## config.mk

```make
export PLATFORM = sky130hd
export DESIGN_NAME = point_master_link_flat
export DESIGN_NICKNAME = d
export VERILOG_FILES = /design/src/rtl/point_link_pkg.sv /design/src/rtl/point_master_link_if.sv /design/src/rtl/point_link_fifo.sv /design/src/rtl/point_master_link.sv /design/src/flat_wrapper.sv
export SDC_FILE = /design/constraint.sdc
export NUM_CORES = 1
export LEC_CHECK = 0
export ABC_AREA = 1
export BUFFER_PORTS_ARGS = -buffer_cell sky130_fd_sc_hd__buf_2
export CORE_MARGIN = 10
export CORE_UTILIZATION = 55
export CTS_CLUSTER_SIZE = 14
export DETAILED_ROUTE_END_ITERATION = 7
export PLACE_DENSITY = 0.73
export SLEW_MARGIN = 20
export SYNTH_ARGS = -nofsm -noshare
export SYNTH_HDL_FRONTEND = slang
export SYNTH_SLANG_ARGS = --single-unit
```

## constraint.sdc

```tcl
create_clock -name clock -period 5 [get_ports clock]
set_clock_uncertainty 0.15 [all_clocks]
set_input_delay 0 -clock clock [delete_from_list [all_inputs] [get_ports clock]]
set_output_delay 0 -clock clock [all_outputs]
set_load 0.005 [all_outputs]
```

## src/rtl/point_link_pkg.sv

```systemverilog
`default_nettype none
// ============================================================================
// Module      : point_link_pkg
// Description : Shared types, width helpers and header layout for the
//               multi-channel point-to-point link.
// Revision    : 1.0 - initial release
// ============================================================================
package point_link_pkg;

   typedef enum logic [1:0] {
      IDLE = 2'd0,
      HDR  = 2'd1,
      PAY  = 2'd2
   } tx_state_t;

   typedef enum logic [0:0] {
      R_IDLE = 1'b0,
      R_PAY  = 1'b1
   } rx_state_t;

   // Header beat carries the channel number in its low bits; the rest is zero.
   localparam int HDR_CHAN_LSB = 0;

   function automatic int clog2(input int n);
      int r = 0;
      for (int i = 0; i < 31; i++) begin
         if ((1 << i) < n) r = i + 1;
      end
      return r;
   endfunction

   function automatic int width_of(input int n);
      return (n <= 1) ? 1 : clog2(n);
   endfunction

endpackage
`default_nettype wire

```

## src/rtl/point_master_link_if.sv

```systemverilog
`default_nettype none
// ============================================================================
// Module      : point_master_link_if
// Description : Channel-side TX/RX and lane-side signals of the link master.
// Revision    : 1.0 - initial release
// ============================================================================
interface point_master_link_if #(
   parameter int CHANNELS = 4,
   parameter int WORD_W   = 32,
   parameter int LANE_W   = 8,
   parameter int CH_W     = point_link_pkg::width_of(CHANNELS)
);
   logic [CHANNELS-1:0]        tx_valid;
   logic [CHANNELS-1:0]        tx_ready;
   logic [CHANNELS*WORD_W-1:0] tx_data;
   logic [LANE_W-1:0]          lane_o;
   logic                       lane_o_vld;
   logic                       lane_o_sof;
   logic                       lane_rdy;
   logic [LANE_W-1:0]          lane_i;
   logic                       lane_i_vld;
   logic                       lane_i_sof;
   logic                       rx_valid;
   logic [CH_W-1:0]            rx_chan;
   logic [WORD_W-1:0]          rx_data;
   logic                       rx_err;

   modport master (
      input  tx_valid, tx_data, lane_rdy, lane_i, lane_i_vld, lane_i_sof,
      output tx_ready, lane_o, lane_o_vld, lane_o_sof, rx_valid, rx_chan, rx_data, rx_err
   );

   modport slave (
      output tx_valid, tx_data, lane_rdy, lane_i, lane_i_vld, lane_i_sof,
      input  tx_ready, lane_o, lane_o_vld, lane_o_sof, rx_valid, rx_chan, rx_data, rx_err
   );
endinterface
`default_nettype wire

```

## src/rtl/point_link_fifo.sv

```systemverilog
`default_nettype none
// ============================================================================
// Module      : point_link_fifo
// Description : Per-channel synchronous TX FIFO with registered ready and a
//               look-ahead "non-empty next cycle" flag for the arbiter.
// Revision    : 1.0 - initial release
// ============================================================================
module point_link_fifo
   import point_link_pkg::*;
#(
   parameter int WIDTH = 32,
   parameter int DEPTH = 4
) (
   input  logic             clock,
   input  logic             reset,
   input  logic             push,
   input  logic             pop,
   input  logic [WIDTH-1:0] din,
   output logic [WIDTH-1:0] dout,
   output logic             ready,
   output logic             avail
);
   localparam int AW = clog2(DEPTH);
   localparam int CW = AW + 1;

   logic [WIDTH-1:0] mem_q [DEPTH];
   logic [AW-1:0]    wr_q, wr_d, rd_q, rd_d;
   logic [CW-1:0]    count_q, count_d;
   logic             ready_q, ready_d;
   logic             push_ok, pop_ok;

   // Ready reflects the occupancy before this cycle's pop, so a full FIFO
   // refuses a push even while it is being drained.
   always_comb begin
      push_ok = push & ready_q;
      pop_ok  = pop & (count_q != '0);
      wr_d    = wr_q + AW'(push_ok);
      rd_d    = rd_q + AW'(pop_ok);
      count_d = count_q + CW'(push_ok) - CW'(pop_ok);
      ready_d = (count_d != CW'(DEPTH));
   end

   always_ff @(posedge clock) begin
      if (reset) begin
         wr_q    <= '0;
         rd_q    <= '0;
         count_q <= '0;
         ready_q <= 1'b0;
      end else begin
         wr_q    <= wr_d;
         rd_q    <= rd_d;
         count_q <= count_d;
         ready_q <= ready_d;
      end
   end

   always_ff @(posedge clock) begin
      if (push_ok) mem_q[wr_q] <= din;
   end

   assign dout  = mem_q[rd_q];
   assign ready = ready_q;
   assign avail = (count_d != '0);

endmodule
`default_nettype wire

```

## src/rtl/point_master_link.sv

```systemverilog
`default_nettype none
// ============================================================================
// Module      : point_master_link
// Description : Multiplexes CHANNELS word streams onto one framed LANE_W lane
//               (round-robin) and deframes the incoming lane into words.
// Revision    : 1.0 - initial release
// ============================================================================
module point_master_link
   import point_link_pkg::*;
#(
   parameter int CHANNELS = 4,
   parameter int DEPTH    = 4,
   parameter int WORD_W   = 32,
   parameter int LANE_W   = 8
) (
   input  logic                 clock,
   input  logic                 reset,
   point_master_link_if.master  link
);
   localparam int CH_W   = width_of(CHANNELS);
   localparam int BEATS  = WORD_W / LANE_W;
   localparam int BEAT_W = width_of(BEATS);

   logic [WORD_W-1:0]   head [CHANNELS];
   logic [CHANNELS-1:0] avail, pop, tx_ready_w;

   for (genvar c = 0; c < CHANNELS; c++) begin : g_fifo
      point_link_fifo #(.WIDTH(WORD_W), .DEPTH(DEPTH)) u_fifo (
         .clock (clock),
         .reset (reset),
         .push  (link.tx_valid[c]),
         .pop   (pop[c]),
         .din   (link.tx_data[c*WORD_W +: WORD_W]),
         .dout  (head[c]),
         .ready (tx_ready_w[c]),
         .avail (avail[c])
      );
   end
   assign link.tx_ready = tx_ready_w;

   tx_state_t         tx_state_q, tx_state_d;
   logic [CH_W-1:0]   grant_q, grant_d, rr_q, rr_d, next_rr, base, pick;
   logic [BEAT_W-1:0] beat_q, beat_d;
   logic [LANE_W-1:0] lane_q, lane_d, hdr;
   logic              vld_q, vld_d, sof_q, sof_d, last_beat, any_avail;
   logic [WORD_W-1:0] head_g;

   assign head_g = head[grant_q];

   always_comb begin
      last_beat = (tx_state_q == PAY) && link.lane_rdy && (beat_q == BEAT_W'(BEATS-1));
      pop       = '0;
      if (last_beat) pop[grant_q] = 1'b1;
      next_rr   = (grant_q == CH_W'(CHANNELS-1)) ? '0 : grant_q + CH_W'(1);
   end

   // Arbitrate on next-cycle occupancy: includes this cycle's pushes (for the
   // one-cycle header latency) and this cycle's pop (for back-to-back frames).
   always_comb begin
      int idx;
      base      = last_beat ? next_rr : rr_q;
      pick      = '0;
      any_avail = 1'b0;
      for (int i = CHANNELS-1; i >= 0; i--) begin
         idx = int'(base) + i;
         if (idx >= CHANNELS) idx = idx - CHANNELS;
         if (avail[CH_W'(idx)]) begin
            pick      = CH_W'(idx);
            any_avail = 1'b1;
         end
      end
      hdr = '0;
      hdr[HDR_CHAN_LSB +: CH_W] = pick;
   end

   always_comb begin
      tx_state_d = tx_state_q;
      grant_d    = grant_q;
      rr_d       = rr_q;
      beat_d     = beat_q;
      lane_d     = lane_q;
      vld_d      = vld_q;
      sof_d      = sof_q;
      case (tx_state_q)
         IDLE: begin
            if (any_avail) begin
               tx_state_d = HDR;
               grant_d    = pick;
               lane_d     = hdr;
               vld_d      = 1'b1;
               sof_d      = 1'b1;
            end
         end
         HDR: begin
            if (link.lane_rdy) begin
               tx_state_d = PAY;
               beat_d     = '0;
               lane_d     = head_g[0 +: LANE_W];
               sof_d      = 1'b0;
            end
         end
         PAY: begin
            if (last_beat) begin
               rr_d = next_rr;
               if (any_avail) begin
                  tx_state_d = HDR;
                  grant_d    = pick;
                  lane_d     = hdr;
                  sof_d      = 1'b1;
               end else begin
                  tx_state_d = IDLE;
                  lane_d     = '0;
                  vld_d      = 1'b0;
                  sof_d      = 1'b0;
               end
            end else if (link.lane_rdy) begin
               beat_d = beat_q + BEAT_W'(1);
               lane_d = head_g[int'(beat_d)*LANE_W +: LANE_W];
            end
         end
         default: tx_state_d = IDLE;
      endcase
   end

   always_ff @(posedge clock) begin
      if (reset) begin
         tx_state_q <= IDLE;
         grant_q    <= '0;
         rr_q       <= '0;
         beat_q     <= '0;
         lane_q     <= '0;
         vld_q      <= 1'b0;
         sof_q      <= 1'b0;
      end else begin
         tx_state_q <= tx_state_d;
         grant_q    <= grant_d;
         rr_q       <= rr_d;
         beat_q     <= beat_d;
         lane_q     <= lane_d;
         vld_q      <= vld_d;
         sof_q      <= sof_d;
      end
   end

   assign link.lane_o     = lane_q;
   assign link.lane_o_vld = vld_q;
   assign link.lane_o_sof = sof_q;

   rx_state_t         rx_state_q, rx_state_d;
   logic [CH_W-1:0]   cur_q, cur_d, rx_chan_q, rx_chan_d;
   logic [BEAT_W-1:0] rbeat_q, rbeat_d;
   logic [WORD_W-1:0] acc_q, acc_d, rx_data_q, rx_data_d;
   logic              rx_valid_q, rx_valid_d, rx_err_q, rx_err_d;

   always_comb begin
      rx_state_d = rx_state_q;
      cur_d      = cur_q;
      rbeat_d    = rbeat_q;
      acc_d      = acc_q;
      rx_chan_d  = rx_chan_q;
      rx_data_d  = rx_data_q;
      rx_valid_d = 1'b0;
      rx_err_d   = 1'b0;
      if (link.lane_i_vld) begin
         if (link.lane_i_sof) begin
            if (rx_state_q == R_PAY) rx_err_d = 1'b1;
            // Whole header is compared so stray upper bits also count as a bad channel.
            if (link.lane_i > LANE_W'(CHANNELS-1)) begin
               rx_err_d   = 1'b1;
               rx_state_d = R_IDLE;
            end else begin
               rx_state_d = R_PAY;
               cur_d      = link.lane_i[CH_W-1:0];
               rbeat_d    = '0;
            end
         end else if (rx_state_q == R_IDLE) begin
            rx_err_d = 1'b1;
         end else begin
            acc_d[int'(rbeat_q)*LANE_W +: LANE_W] = link.lane_i;
            if (rbeat_q == BEAT_W'(BEATS-1)) begin
               rx_valid_d = 1'b1;
               rx_chan_d  = cur_q;
               rx_data_d  = acc_d;
               rx_state_d = R_IDLE;
            end else begin
               rbeat_d = rbeat_q + BEAT_W'(1);
            end
         end
      end
   end

   always_ff @(posedge clock) begin
      if (reset) begin
         rx_state_q <= R_IDLE;
         cur_q      <= '0;
         rbeat_q    <= '0;
         acc_q      <= '0;
         rx_chan_q  <= '0;
         rx_data_q  <= '0;
         rx_valid_q <= 1'b0;
         rx_err_q   <= 1'b0;
      end else begin
         rx_state_q <= rx_state_d;
         cur_q      <= cur_d;
         rbeat_q    <= rbeat_d;
         acc_q      <= acc_d;
         rx_chan_q  <= rx_chan_d;
         rx_data_q  <= rx_data_d;
         rx_valid_q <= rx_valid_d;
         rx_err_q   <= rx_err_d;
      end
   end

   assign link.rx_valid = rx_valid_q;
   assign link.rx_chan  = rx_chan_q;
   assign link.rx_data  = rx_data_q;
   assign link.rx_err   = rx_err_q;

endmodule
`default_nettype wire
```

## src/flat_wrapper.sv

```systemverilog
// flat-port wrapper written by rule: the top's interface ports become plain ports
module point_master_link_flat import point_link_pkg::*;
#(
   parameter int CHANNELS = 4,
   parameter int DEPTH    = 4,
   parameter int WORD_W   = 32,
   parameter int LANE_W   = 8
)
  (clock, reset, link_tx_valid, link_tx_data, link_lane_rdy, link_lane_i, link_lane_i_vld, link_lane_i_sof, link_tx_ready, link_lane_o, link_lane_o_vld, link_lane_o_sof, link_rx_valid, link_rx_chan, link_rx_data, link_rx_err);
  point_master_link_if #(.CHANNELS(CHANNELS), .WORD_W(WORD_W), .LANE_W(LANE_W)) link_i ();
  input  logic clock;
  input  logic reset;
  input wire logic [$bits(link_i.tx_valid)-1:0] link_tx_valid;
  input wire logic [$bits(link_i.tx_data)-1:0] link_tx_data;
  input wire logic [$bits(link_i.lane_rdy)-1:0] link_lane_rdy;
  input wire logic [$bits(link_i.lane_i)-1:0] link_lane_i;
  input wire logic [$bits(link_i.lane_i_vld)-1:0] link_lane_i_vld;
  input wire logic [$bits(link_i.lane_i_sof)-1:0] link_lane_i_sof;
  output wire logic [$bits(link_i.tx_ready)-1:0] link_tx_ready;
  output wire logic [$bits(link_i.lane_o)-1:0] link_lane_o;
  output wire logic [$bits(link_i.lane_o_vld)-1:0] link_lane_o_vld;
  output wire logic [$bits(link_i.lane_o_sof)-1:0] link_lane_o_sof;
  output wire logic [$bits(link_i.rx_valid)-1:0] link_rx_valid;
  output wire logic [$bits(link_i.rx_chan)-1:0] link_rx_chan;
  output wire logic [$bits(link_i.rx_data)-1:0] link_rx_data;
  output wire logic [$bits(link_i.rx_err)-1:0] link_rx_err;
  assign link_i.tx_valid = link_tx_valid;
  assign link_i.tx_data = link_tx_data;
  assign link_i.lane_rdy = link_lane_rdy;
  assign link_i.lane_i = link_lane_i;
  assign link_i.lane_i_vld = link_lane_i_vld;
  assign link_i.lane_i_sof = link_lane_i_sof;
  assign link_tx_ready = link_i.tx_ready;
  assign link_lane_o = link_i.lane_o;
  assign link_lane_o_vld = link_i.lane_o_vld;
  assign link_lane_o_sof = link_i.lane_o_sof;
  assign link_rx_valid = link_i.rx_valid;
  assign link_rx_chan = link_i.rx_chan;
  assign link_rx_data = link_i.rx_data;
  assign link_rx_err = link_i.rx_err;
  point_master_link #(.CHANNELS(CHANNELS), .DEPTH(DEPTH), .WORD_W(WORD_W), .LANE_W(LANE_W)) u_core (.clock(clock), .reset(reset), .link(link_i));
endmodule
```

==> flow_summary.yaml <==
logic_synthesis:
  synth_simple_gate_area_share: 0.189
  synthesis.nets: 2719
  yosys_warnings: 0
  synthArstFlopShare: 0
  syn_area_mm2: 0.0266
  synth_xor_xnor_area_share: 0.00264
  yosys.cell_types.count: 43
  synth_top_area_share: 0.579
  syn_inst: 2546
  synth_edf_count: 512
  synth-seq-cells: 635
  synthAdderAreaFrac: 0.0143
  ys_top_cells_by_area: "edfxtp_1 (58%), dfxtp_1 (9.3%), nand3_1 (6.6%)"
  syn_area_per_cell_um2: 10.4
  synth_ff_type: "edfxtp_1"
  yosysSeqAreaShare: 0.672
  yosysMostFrequentCell: "edfxtp_1"
  synthMuxAreaShare: 0
  yosys.area.top_type: "edfxtp_1"
  synthTopCellsByCount: "edfxtp_1 (512), nand2_1 (453), nand3_1 (349), nor2_1 (334), inv_1 (212)"
  synth_top_family_by_area: "simple AND/OR/NAND/NOR gates"
  synth_compound_area_frac: 0.0685
grt:
  overflow: 0
  grt_max_degree: 109
  grt_pass1_vias: 19400
  grt.total_usage: 0.244
  grt_first_pass_wirelength_um: 110000
  antenna_found_initial: 5
sta:
  fmax_mhz: 252
  setup_slack_ns: 1.03
  hold_ws_ns: 0.0125
  rsz0062_at_grt: "no"
  maxSlewViolCount: 0
  hold_viol: 0
  relSlewSlack: 0.282
  worst_slew_pin_slew_ns: 1.08
  min_period_ns: 3.97
  finalSetupTns_ns: 0
  setup_viol: 0
  finalCritPeriodShare: 0.794
power_and_ir_drop:
  switching_share: 0.264
  power_frac_seq: 0.492
  p_leak_uw: 0.0128
  clkPwrFrac: 0.360
  internal_power_uw: 8920
  irDropWorstVdd_v: 0.000326
  power_switching_uw: 3190
  powerDensity_mw_per_mm2: 373
  p_comb_frac: 0.149
place:
  gp_congestion: 0.869
  placed_area_mm2: 0.0281
  io_buffers: 194
  pre_cts_ws_ns: 1.08
  dp_hpwl_um: 42500
critical_path:
  cp_slowest_stage_delay_ns: 0.46
  critPathMostFrequentCell: "nand2_1"
  cp_max_fo: 10
  crit_arrival_ns: 4.30
  slowest_stage: "fa_1"
  end_kind: "register"
  path_cells: "inv_1 > ha_1 > nand3_4 > nor3_1 > inv_1 > nand2_1 > nand2_1 > ha_1 > fa_1 > nor2_1 > nand3_1 > nand2_1 > nand2_1 > nand2_1 > nand2_2 > nor2_4 > nand3_4 > nand2_8 > nor2_8 > a22oi_2 > nor2_1"
  worstSetupStartpoint: "u_core.tx_state_q[0]"
  timing.rr.start: "u_core.tx_state_q[0]"
  cp-start-kind: "register"
  worstSetupPathType: "register to register"
  cp.required_ns: 5.32
cts:
  ctsLongestPathBuffers: 3
  cts_buffers: 61
  cts_tree: "built"
  cts_sinks: 635
  htree_num_levels: 2
  root_buffer: "clkbuf_16"
  clkTransAtPathRegs_ns: 0.06
  clock_latency_ns: 0.62
final_layout:
  layout.nets: 3115
  drive_above_1_share: 0.127
  design_area_mm2: 0.0325
  syn_to_final_growth_pct: 22.3
route:
  routed-via-count: 20200
  first_pass_iters: 6
  route.detailed.drc: 0
  routed_via_density: 5.59
  drt_iter0_markers: 2362
  ant_nets: 0
  wl_um: 71000
  wire_per_inst_um: 19.6
hold_path:
  hp-start: "link_tx_data[36]"
  hold_path.class: "primary input to register"
floorplanning:
  die_h_um: 240
  start_util: 0.556
  io-pin-count: 195
  coreArea_mm2: 0.0477
  die_w_um: 240
  floorplan.die_area_mm2: 0.0575
  num_rows: 80
job:
  drv_cap: 0
outcome:
  status: "finished clean"
-- power groups by stage --
stage	Clock [uW]	Sequential (uW)	Combinational, uW
finish	4360	5960	1800
global route	4600	5970	1950
CTS	4390	5950	1770
detailed placement	0	6060	1610
global placement	0	6060	1590
floorplan	0	6050	1000
-- area by class of cell --
type,count,area [um2]
sequential,635,17800
antenna,5,12.5
timing repair buffer,479,3730
inverter,220,833
fill,3399,15300
clock inverter,27,164
multi-input combinational,1545,7380
clock buffer,88,1730
tap,615,769
-- stage by stage --
stage,power [uW],util,instances
3_3_place_gp,7650,0.588,3247
2_1_floorplan,7050,-,2546
4_1_cts,12100,0.680,3609
5_1_grt,12500,0.680,3614
3_5_place_dp,7670,0.588,3247
6_report,12100,0.680,3614
-- routing by layer --
| metal | track usage | vias to the layer above | wire length [um] |
|---|---|---|---|
| li1 | - | 9478 | - |
| met1 | 0.323 | 9710 | 28800 |
| met2 | 0.397 | 899 | 34100 |
| met3 | 0.0393 | 132 | 5610 |
| met4 | 0.0961 | 0 | 2460 |
| met5 | 0 | - | 0 |
-- cells in the final DEF (no fill, tap or decap), types with 7 or more instances in the layout --
cell / synthesis / layout
edfxtp_1: 512 / 512
nand2_1: 453 / 453
nand3_1: 349 / 349
nor2_1: 334 / 333
dlygate4sd3_1: 0 / 247
inv_1: 212 / 211
o21ai_0: 200 / 200
buf_2: 9 / 193
dfxtp_1: 123 / 118
a21oi_1: 64 / 64
clkbuf_16: 0 / 63
buf_4: 4 / 38
o22ai_1: 26 / 26
ha_1: 24 / 24
clkbuf_1: 102 / 19
nor3_2: 0 / 16
clkinv_2: 0 / 14
clkinv_1: 2 / 10
nand2_2: 10 / 10
o211ai_1: 10 / 10
o32ai_1: 7 / 7
-- cell families (layout without fill, tap and decap cells) --
kind of cell    Yosys count  count (layout)
flops                   635             635
simple gates           1182            1182
buf+inv                 366             814
xor+xnor                  8               8
compound gates          327             327
other cells               0               5
fa+ha+maj                28              28
-- worst max-delay path, delay by kind of cell (launching register included) --
kind	cells	cell delay, ns
flops	1	0.36
buf+inv	2	0.22
compound gates	1	0.13
fa+ha+maj	3	1.03
simple gates	15	1.94
-- timing repair --
action,CTS,global route
resized for setup,0,0
setup buffers,0,0
hold endpoints to repair,626,0
hold buffers,247,0
-- flip-flops by register name (all words and copies together), names as in the netlist --
name	count
u_core.cur_q	2
u_core.g_fifo.u_fifo.count_q	12
u_core.link.rx_data	32
u_core.g_fifo.u_fifo.ready	4
u_core.link.rx_valid	1
u_core.link.lane_o	8
u_core.rr_q	2
u_core.g_fifo.u_fifo.wr_q	8
u_core.grant_q	2
u_core.link.lane_o_vld	1
u_core.g_fifo.u_fifo.mem_q	512
u_core.acc_q	32
u_core.tx_state_q	2
u_core.g_fifo.u_fifo.rd_q	8
u_core.link.lane_o_sof	1
u_core.link.rx_chan	2
u_core.rx_state_q	1
u_core.rbeat_q	2
u_core.link.rx_err	1
u_core.beat_q	2
-- worst paths after layout --
path | slack [ns] | cells past startpoint | endpoint
worst max-delay path | 1.03 | 21 | u_core.link.lane_o[2]
worst min-delay path | 0.01 | 2 | u_core.g_fifo[1].u_fifo.mem_q[2][4]
worst max register to register | 1.03 | 21 | u_core.link.lane_o[2]
worst min register to register | 0.32 | 2 | u_core.link.lane_o_sof
Note: power is estimated with default switching activity, not from simulation.
